## src/rtl/rf_wport_sched_pkg.sv

```systemverilog
// Shared widths, write-bus layout and port-source encoding for the
// register-file write-port scheduler.
package rf_wport_sched_pkg;

    localparam int RF_BUS_W       = 38;
    localparam int RF_ADDR_W      = 5;
    localparam int RF_DATA_W      = 32;
    localparam int RF_BUS_WE      = 37;
    localparam int RF_BUS_ADDR_HI = 36;
    localparam int RF_BUS_ADDR_LO = 32;

    // Field order matches the {we, waddr, wdata} WB bus so a cast unpacks it.
    typedef struct packed {
        logic                 we;
        logic [RF_ADDR_W-1:0] addr;
        logic [RF_DATA_W-1:0] data;
    } rf_wr_t;

    typedef enum logic [1:0] {
        PORT_IDLE,
        PORT_WB,
        PORT_BUF
    } port_src_e;

endpackage

```

## src/rtl/rf_wport_sched_if.sv

```systemverilog
// Divider result stream: valid/ready handshake carrying the destination
// register and the result data.
interface rf_wport_sched_if;
    import rf_wport_sched_pkg::*;

    logic                 div_wb_valid;
    logic                 div_wb_ready;
    logic [RF_ADDR_W-1:0] div_wb_dest;
    logic [RF_DATA_W-1:0] div_wb_data;

    modport master (
        output div_wb_valid,
        output div_wb_dest,
        output div_wb_data,
        input  div_wb_ready
    );

    modport slave (
        input  div_wb_valid,
        input  div_wb_dest,
        input  div_wb_data,
        output div_wb_ready
    );
endinterface

```

## src/rtl/rf_wport_sched_pending_sb.sv

```systemverilog
// Pending-write scoreboard: one bit per architectural register, set on divide
// issue and cleared when the divider result reaches the register file.
module rf_pending_sb
    import rf_wport_sched_pkg::*;
(
    input  logic                 clk,
    input  logic                 reset,
    input  logic                 set_i,
    input  logic [RF_ADDR_W-1:0] set_idx_i,
    input  logic                 clr_i,
    input  logic [RF_ADDR_W-1:0] clr_idx_i,
    input  logic [RF_ADDR_W-1:0] rd0_idx_i,
    input  logic [RF_ADDR_W-1:0] rd1_idx_i,
    input  logic [RF_ADDR_W-1:0] rd2_idx_i,
    output logic                 rd0_hit_o,
    output logic                 rd1_hit_o,
    output logic                 rd2_hit_o
);

    logic [31:0] pending_q;
    logic [31:0] pending_d;

    // Set is applied after clear so a same-index set/clear leaves the bit set;
    // r0 is never tracked.
    always_comb begin
        pending_d = pending_q;
        if (clr_i) begin
            pending_d[clr_idx_i] = 1'b0;
        end
        if (set_i) begin
            pending_d[set_idx_i] = 1'b1;
        end
        pending_d[0] = 1'b0;
    end

    always_ff @(posedge clk) begin
        if (reset) begin
            pending_q <= '0;
        end else begin
            pending_q <= pending_d;
        end
    end

    assign rd0_hit_o = pending_q[rd0_idx_i];
    assign rd1_hit_o = pending_q[rd1_idx_i];
    assign rd2_hit_o = pending_q[rd2_idx_i];

endmodule

```

## src/rtl/rf_wport_sched.sv

```systemverilog
// Arbitrates the single regfile write port between the WB stage and a parked
// divider result, with starvation relief and a pending-register scoreboard.
module rf_wport_sched
    import rf_wport_sched_pkg::*;
#(
    parameter int STARVE_LIMIT = 4,
    parameter int CNT_W        = 3
) (
    input  logic                 clk,
    input  logic                 reset,
    input  logic [RF_BUS_W-1:0]  ws_rf_bus,
    rf_wport_sched_if.slave      div_if,
    input  logic                 ds_div_issue,
    input  logic [RF_ADDR_W-1:0] ds_div_dest,
    input  logic [RF_ADDR_W-1:0] ds_rs1,
    input  logic [RF_ADDR_W-1:0] ds_rs2,
    input  logic [RF_ADDR_W-1:0] ds_dest,
    output logic                 ds_sb_stall,
    output logic                 ms_wb_block,
    output logic [RF_BUS_W-1:0]  sb_fwd_bus,
    output logic                 rf_we,
    output logic [RF_ADDR_W-1:0] rf_waddr,
    output logic [RF_DATA_W-1:0] rf_wdata
);

    rf_wr_t               ws;
    port_src_e            portSrc;
    logic                 drain;
    logic                 accept;
    logic                 blocked;

    logic                 buf_valid_q, buf_valid_d;
    logic [RF_ADDR_W-1:0] buf_dest_q,  buf_dest_d;
    logic [RF_DATA_W-1:0] buf_data_q,  buf_data_d;
    logic [CNT_W-1:0]     starve_cnt_q, starve_cnt_d;
    logic                 wb_block_q,  wb_block_d;

    logic                 hitRs1, hitRs2, hitDest;

    assign ws = rf_wr_t'(ws_rf_bus);

    // WB owns the port whenever it writes; the buffer only gets idle slots.
    always_comb begin
        portSrc  = PORT_IDLE;
        rf_we    = 1'b0;
        rf_waddr = '0;
        rf_wdata = '0;
        if (ws.we) begin
            portSrc = PORT_WB;
        end else if (buf_valid_q) begin
            portSrc = PORT_BUF;
        end
        case (portSrc)
            PORT_WB: begin
                rf_we    = (ws.addr != '0);
                rf_waddr = ws.addr;
                rf_wdata = ws.data;
            end
            PORT_BUF: begin
                rf_we    = (buf_dest_q != '0);
                rf_waddr = buf_dest_q;
                rf_wdata = buf_data_q;
            end
            default: ;
        endcase
    end

    assign drain   = (portSrc == PORT_BUF);
    assign blocked = buf_valid_q && ws.we;
    assign div_if.div_wb_ready = !buf_valid_q || drain;
    assign accept  = div_if.div_wb_valid && div_if.div_wb_ready;

    // The counter restarts when it fires so a WB stage that ignores the bubble
    // is still relieved periodically.
    always_comb begin
        buf_valid_d  = buf_valid_q;
        buf_dest_d   = buf_dest_q;
        buf_data_d   = buf_data_q;
        starve_cnt_d = '0;
        wb_block_d   = 1'b0;
        if (accept) begin
            buf_valid_d = 1'b1;
            buf_dest_d  = div_if.div_wb_dest;
            buf_data_d  = div_if.div_wb_data;
        end else if (drain) begin
            buf_valid_d = 1'b0;
        end
        if (blocked) begin
            if (starve_cnt_q == CNT_W'(STARVE_LIMIT - 1)) begin
                wb_block_d = !wb_block_q;
            end else begin
                starve_cnt_d = starve_cnt_q + 1'b1;
            end
        end
    end

    always_ff @(posedge clk) begin
        if (reset) begin
            buf_valid_q  <= 1'b0;
            buf_dest_q   <= '0;
            buf_data_q   <= '0;
            starve_cnt_q <= '0;
            wb_block_q   <= 1'b0;
        end else begin
            buf_valid_q  <= buf_valid_d;
            buf_dest_q   <= buf_dest_d;
            buf_data_q   <= buf_data_d;
            starve_cnt_q <= starve_cnt_d;
            wb_block_q   <= wb_block_d;
        end
    end

    assign ms_wb_block = wb_block_q;
    assign sb_fwd_bus  = buf_valid_q ? {1'b1, buf_dest_q, buf_data_q} : '0;

    rf_pending_sb u_pending_sb (
        .clk       (clk),
        .reset     (reset),
        .set_i     (ds_div_issue),
        .set_idx_i (ds_div_dest),
        .clr_i     (drain),
        .clr_idx_i (buf_dest_q),
        .rd0_idx_i (ds_rs1),
        .rd1_idx_i (ds_rs2),
        .rd2_idx_i (ds_dest),
        .rd0_hit_o (hitRs1),
        .rd1_hit_o (hitRs2),
        .rd2_hit_o (hitDest)
    );

    assign ds_sb_stall = hitRs1 || hitRs2 || hitDest;

endmodule

```

## src/flat_wrapper.sv

```systemverilog
// flat-port wrapper written by rule: the top's interface ports become plain ports
module rf_wport_sched_flat import rf_wport_sched_pkg::*;
#(
    parameter int STARVE_LIMIT = 4,
    parameter int CNT_W        = 3
)
  (clk, reset, ws_rf_bus, ds_div_issue, ds_div_dest, ds_rs1, ds_rs2, ds_dest, ds_sb_stall, ms_wb_block, sb_fwd_bus, rf_we, rf_waddr, rf_wdata, div_if_div_wb_valid, div_if_div_wb_dest, div_if_div_wb_data, div_if_div_wb_ready);
  rf_wport_sched_if div_if_i ();
  input  logic clk;
  input  logic reset;
  input  logic [RF_BUS_W-1:0] ws_rf_bus;
  input  logic ds_div_issue;
  input  logic [RF_ADDR_W-1:0] ds_div_dest;
  input  logic [RF_ADDR_W-1:0] ds_rs1;
  input  logic [RF_ADDR_W-1:0] ds_rs2;
  input  logic [RF_ADDR_W-1:0] ds_dest;
  output logic ds_sb_stall;
  output logic ms_wb_block;
  output logic [RF_BUS_W-1:0] sb_fwd_bus;
  output logic rf_we;
  output logic [RF_ADDR_W-1:0] rf_waddr;
  output logic [RF_DATA_W-1:0] rf_wdata;
  input wire logic [$bits(div_if_i.div_wb_valid)-1:0] div_if_div_wb_valid;
  input wire logic [$bits(div_if_i.div_wb_dest)-1:0] div_if_div_wb_dest;
  input wire logic [$bits(div_if_i.div_wb_data)-1:0] div_if_div_wb_data;
  output wire logic [$bits(div_if_i.div_wb_ready)-1:0] div_if_div_wb_ready;
  assign div_if_i.div_wb_valid = div_if_div_wb_valid;
  assign div_if_i.div_wb_dest = div_if_div_wb_dest;
  assign div_if_i.div_wb_data = div_if_div_wb_data;
  assign div_if_div_wb_ready = div_if_i.div_wb_ready;
  rf_wport_sched #(.STARVE_LIMIT(STARVE_LIMIT), .CNT_W(CNT_W)) u_core (.clk(clk), .reset(reset), .ws_rf_bus(ws_rf_bus), .div_if(div_if_i), .ds_div_issue(ds_div_issue), .ds_div_dest(ds_div_dest), .ds_rs1(ds_rs1), .ds_rs2(ds_rs2), .ds_dest(ds_dest), .ds_sb_stall(ds_sb_stall), .ms_wb_block(ms_wb_block), .sb_fwd_bus(sb_fwd_bus), .rf_we(rf_we), .rf_waddr(rf_waddr), .rf_wdata(rf_wdata));
endmodule
```

## config.mk

```make
export PLATFORM = sky130hd
export DESIGN_NAME = rf_wport_sched_flat
export DESIGN_NICKNAME = d
export VERILOG_FILES = /design/src/rtl/rf_wport_sched_pkg.sv /design/src/rtl/rf_wport_sched_if.sv /design/src/rtl/rf_wport_sched_pending_sb.sv /design/src/rtl/rf_wport_sched.sv /design/src/flat_wrapper.sv
export SDC_FILE = /design/constraint.sdc
export NUM_CORES = 1
export LEC_CHECK = 0
export ABC_AREA = 0
export CAP_MARGIN = 40
export CORE_UTILIZATION = 43
export DETAILED_ROUTE_END_ITERATION = 10
export PLACE_DENSITY = 0.81
export REMOVE_ABC_BUFFERS = 1
export SYNTH_ARGS = -nofsm -noshare
export SYNTH_HDL_FRONTEND = slang
export SYNTH_SLANG_ARGS = --single-unit
```

## constraint.sdc

```tcl
create_clock -name clk -period 2.27 [get_ports clk]
set_input_delay 0.3405 -clock clk [delete_from_list [all_inputs] [get_ports clk]]
set_output_delay 0.3405 -clock clk [all_outputs]
set_load 0.03 [all_outputs]
```

==> impl_metrics.yaml <==
detailed_routing:
  drc: 0
  drt_pass1_iterations: 6
  drt_wl_total_mm: 15.5
  vias_per_cell: 5.49
  drt_iter0_markers: 161
  post_drt_wl_per_cell_um: 18.4
  ant_nets: 0
  num_vias: 4635
setup_path:
  startpoint_type: "register"
  crit_path_end_kind: "primary output"
  crit_type: "register to primary output"
  crit_fanout: 3
  cp.required_ns: 1.93
  crit_arrival_ns: 2.01
power_and_ir_drop:
  p_sw_uw: 960
  swShare: 0.304
  p_comb_frac: 0.260
  ir_drop_mv: 0.359
  fin_total_pwr_mw: 3.16
  pwr-share-seq: 0.430
  power_density_nw_per_um2: 482
  clkPwrFrac: 0.310
  leakage_nw: 2.71
  p_int_mw: 2.20
die:
  die_h_um: 101
  start_util: 0.451
  die-area_sq_um: 10300
  rows: 35
  core_area_sq_um: 9420
  die_x_um: 101
  ios: 178
final_layout:
  fin_nets: 811
  num-fill-cells: 770
  drive_gt1_frac: 0.324
  area_delta_synth_final_pct: 54.3
  antenna_cells: 0
  final_cells: 844
timing:
  slew_headroom: 0.595
  slew_viol_final: 0
  min_period_ns: 2.35
  period_share: 1.03
  setup_viol: 1
  worstMarginPinSlew_ns: 0.607
  rsz0062_at_grt: "true"
  fin_ws_ns: -0.0778
  fmax_mhz: 426
  finalHoldViolCount: 0
  fin_worst_skew_ns: 0.0102
synth:
  synth_area_leader_cell: "dfxtp_1"
  ys_warn_count: 0
  syn_inst: 501
  synthArstFlopShare: 0
  netlist_area_sq_um: 4250
  ys_seq_elements: 73
  ys_seq_area_frac: 0.344
  synthFlopType: "dfxtp_1"
  synth_top_cell_area_share: 0.344
  synth_enable_flop_cells: 0
  synth.area.top_cells: "dfxtp_1 (34%), mux2_2 (12%), nand2_1 (10%), a21oi_1 (8.2%), mux4_2 (6.9%)"
  syn_avg_cell_area_sq_um: 8.48
  ys_types: 41
cts:
  clkSinkCount: 73
  clkTransAtPathRegs_ns: 0.07
  cts_root_buffer: "clkbuf_8"
  cts_made_buffers: 9
  clk_latency_ns: 0.35
  hold_buffers: 0
  htree_levels: 3
  cts_tree: "built"
  cts_max_path_buffers: 2
global_route:
  grt_overflow_total: 0
  grt_antenna_before_repair: 0
  grt_first_pass_wirelength_mm: 23.5
  track_usage: 0.300
  grt_max_degree: 38
  grt_pass1_vias: 4652
placed_design:
  place_ws_ns: -0.938
  dp_cells: 824
  gp_congestion: 1.05
  io_buffers: 177
  dp_hpwl_mm: 11.9
run:
  drv_cap: 0
outcome:
  violations: "negative setup slack"
  status: "complete, but fails checks"
worst_hold_path:
  hold_path.class: "input pin to register"
final timing paths:
kind | startpoint | end | slack, ns | cells past startpoint
max | u_core.u_pending_sb.pending_q[12] | ds_sb_stall | -0.08 | 7
min | ws_rf_bus[37] | u_core.buf_valid_q | 0.36 | 3
max reg2reg | u_core.buf_valid_q | u_core.u_pending_sb.pending_q[1] | 0.62 | 4
min reg2reg | u_core.ms_wb_block | u_core.ms_wb_block | 0.43 | 1
synthesized netlist by cell type, types with 4 or more instances:
| library cell | instances |
|---|---|
| dfxtp_1 | 73 |
| nand3b_1 | 7 |
| nand2_1 | 118 |
| o21ai_0 | 35 |
| nor2_1 | 10 |
| clkbuf_1 | 25 |
| and2_1 | 37 |
| mux2i_1 | 7 |
| mux4_1 | 4 |
| nor3b_1 | 4 |
| buf_2 | 7 |
| mux2_2 | 45 |
| inv_1 | 4 |
| a21oi_1 | 70 |
| mux4_2 | 13 |
| nor4b_1 | 4 |
cells in the final DEF, fill, tap and decap left out, types with 3 or more instances in the layout:
| master | n |
|---|---|
| buf_4 | 123 |
| buf_6 | 4 |
| inv_1 | 4 |
| nor2_1 | 10 |
| mux2i_1 | 7 |
| nand2_1 | 118 |
| nand3b_1 | 7 |
| mux2_2 | 44 |
| and2_1 | 37 |
| nor3b_1 | 4 |
| a21oi_1 | 69 |
| dfxtp_2 | 9 |
| dfxtp_1 | 63 |
| o22ai_1 | 3 |
| dlygate4sd2_1 | 7 |
| buf_2 | 3 |
| clkdlybuf4s50_1 | 91 |
| clkbuf_8 | 11 |
| mux4_2 | 15 |
| nor4b_1 | 4 |
| o21ai_0 | 34 |
| buf_12 | 5 |
per-layer routing:
| layer | vias to the layer above | track usage | part of all wire |
|---|---|---|---|
| li1 | 2186 | - | - |
| met1 | 2178 | 0.316 | 0.36 |
| met2 | 227 | 0.543 | 0.50 |
| met3 | 44 | 0.103 | 0.097 |
| met4 | 0 | 0.130 | 0.038 |
| met5 | - | 0 | 0 |
worst max-delay path: stages (launching register included):
cell     delay [ns]
dfxtp_1        0.36
buf_4          0.16
mux4_2         0.44
mux2i_1        0.14
mux2i_1        0.10
o22ai_1        0.17
nand4_1        0.13
buf_6          0.17
per-stage QoR:
stage / TNS [ns] / cell area [sq um] / util / hold WS [ns]
after global routing: -0.168 / 6560 / 0.696 / 0.354
after detailed placement: -1.11 / 6280 / 0.667 / 0.419
after global placement: -1.10 / 6280 / 0.667 / 0.413
after CTS: -0.120 / 6520 / 0.693 / 0.358
after floorplan: -6.93 / 4080 / - / 0.405
final: -0.0778 / 6560 / 0.696 / 0.363
flip-flops by register name (all words and copies together) (netlist names):
| name | cells |
|---|---|
| u_core.buf_data_q | 32 |
| u_core.u_pending_sb.pending_q | 31 |
| u_core.buf_dest_q | 5 |
| u_core.starve_cnt_q | 3 |
| u_core.buf_valid_q | 1 |
| u_core.ms_wb_block | 1 |
power groups by stage:
stage          logic [mW]  registers [mW]  clock network [mW]
3_5_place_dp        0.806            1.39                   0
2_1_floorplan       0.340            1.39                   0
4_1_cts             0.816            1.36               0.981
6_report            0.822            1.36               0.978
3_3_place_gp        0.796            1.38                   0
5_1_grt             0.867            1.36                1.04
layout make-up:
| class | instances | area, sq um | share of cell area |
|---|---|---|---|
| multi-input combinational | 387 | 2640 | 0.402 |
| timing repair buffer | 235 | 2080 | 0.317 |
| sequential | 73 | 1480 | 0.225 |
| tap | 129 | 161 | 0.0246 |
| clock buffer | 12 | 155 | 0.0237 |
| clock inverter | 4 | 33.8 | 0.00515 |
| inverter | 4 | 15.0 | 0.00229 |
kinds of logic after synthesis:
kind of cell,after synthesis,synth area share
adders and majority gates,2,0.00589
buffers and inverters,41,0.0445
DFF,73,0.344
and+or+nand+nor,197,0.222
muxes,70,0.235
AOI/OAI and AO/OA,118,0.148
what timing repair did:
action	CTS	global route
endpoints found under the setup margin	2	1
pin swaps	6	5
buffers inserted	2	2
cloned	0	0
resized for setup	37	14
(Power assumes the default switching activity.)
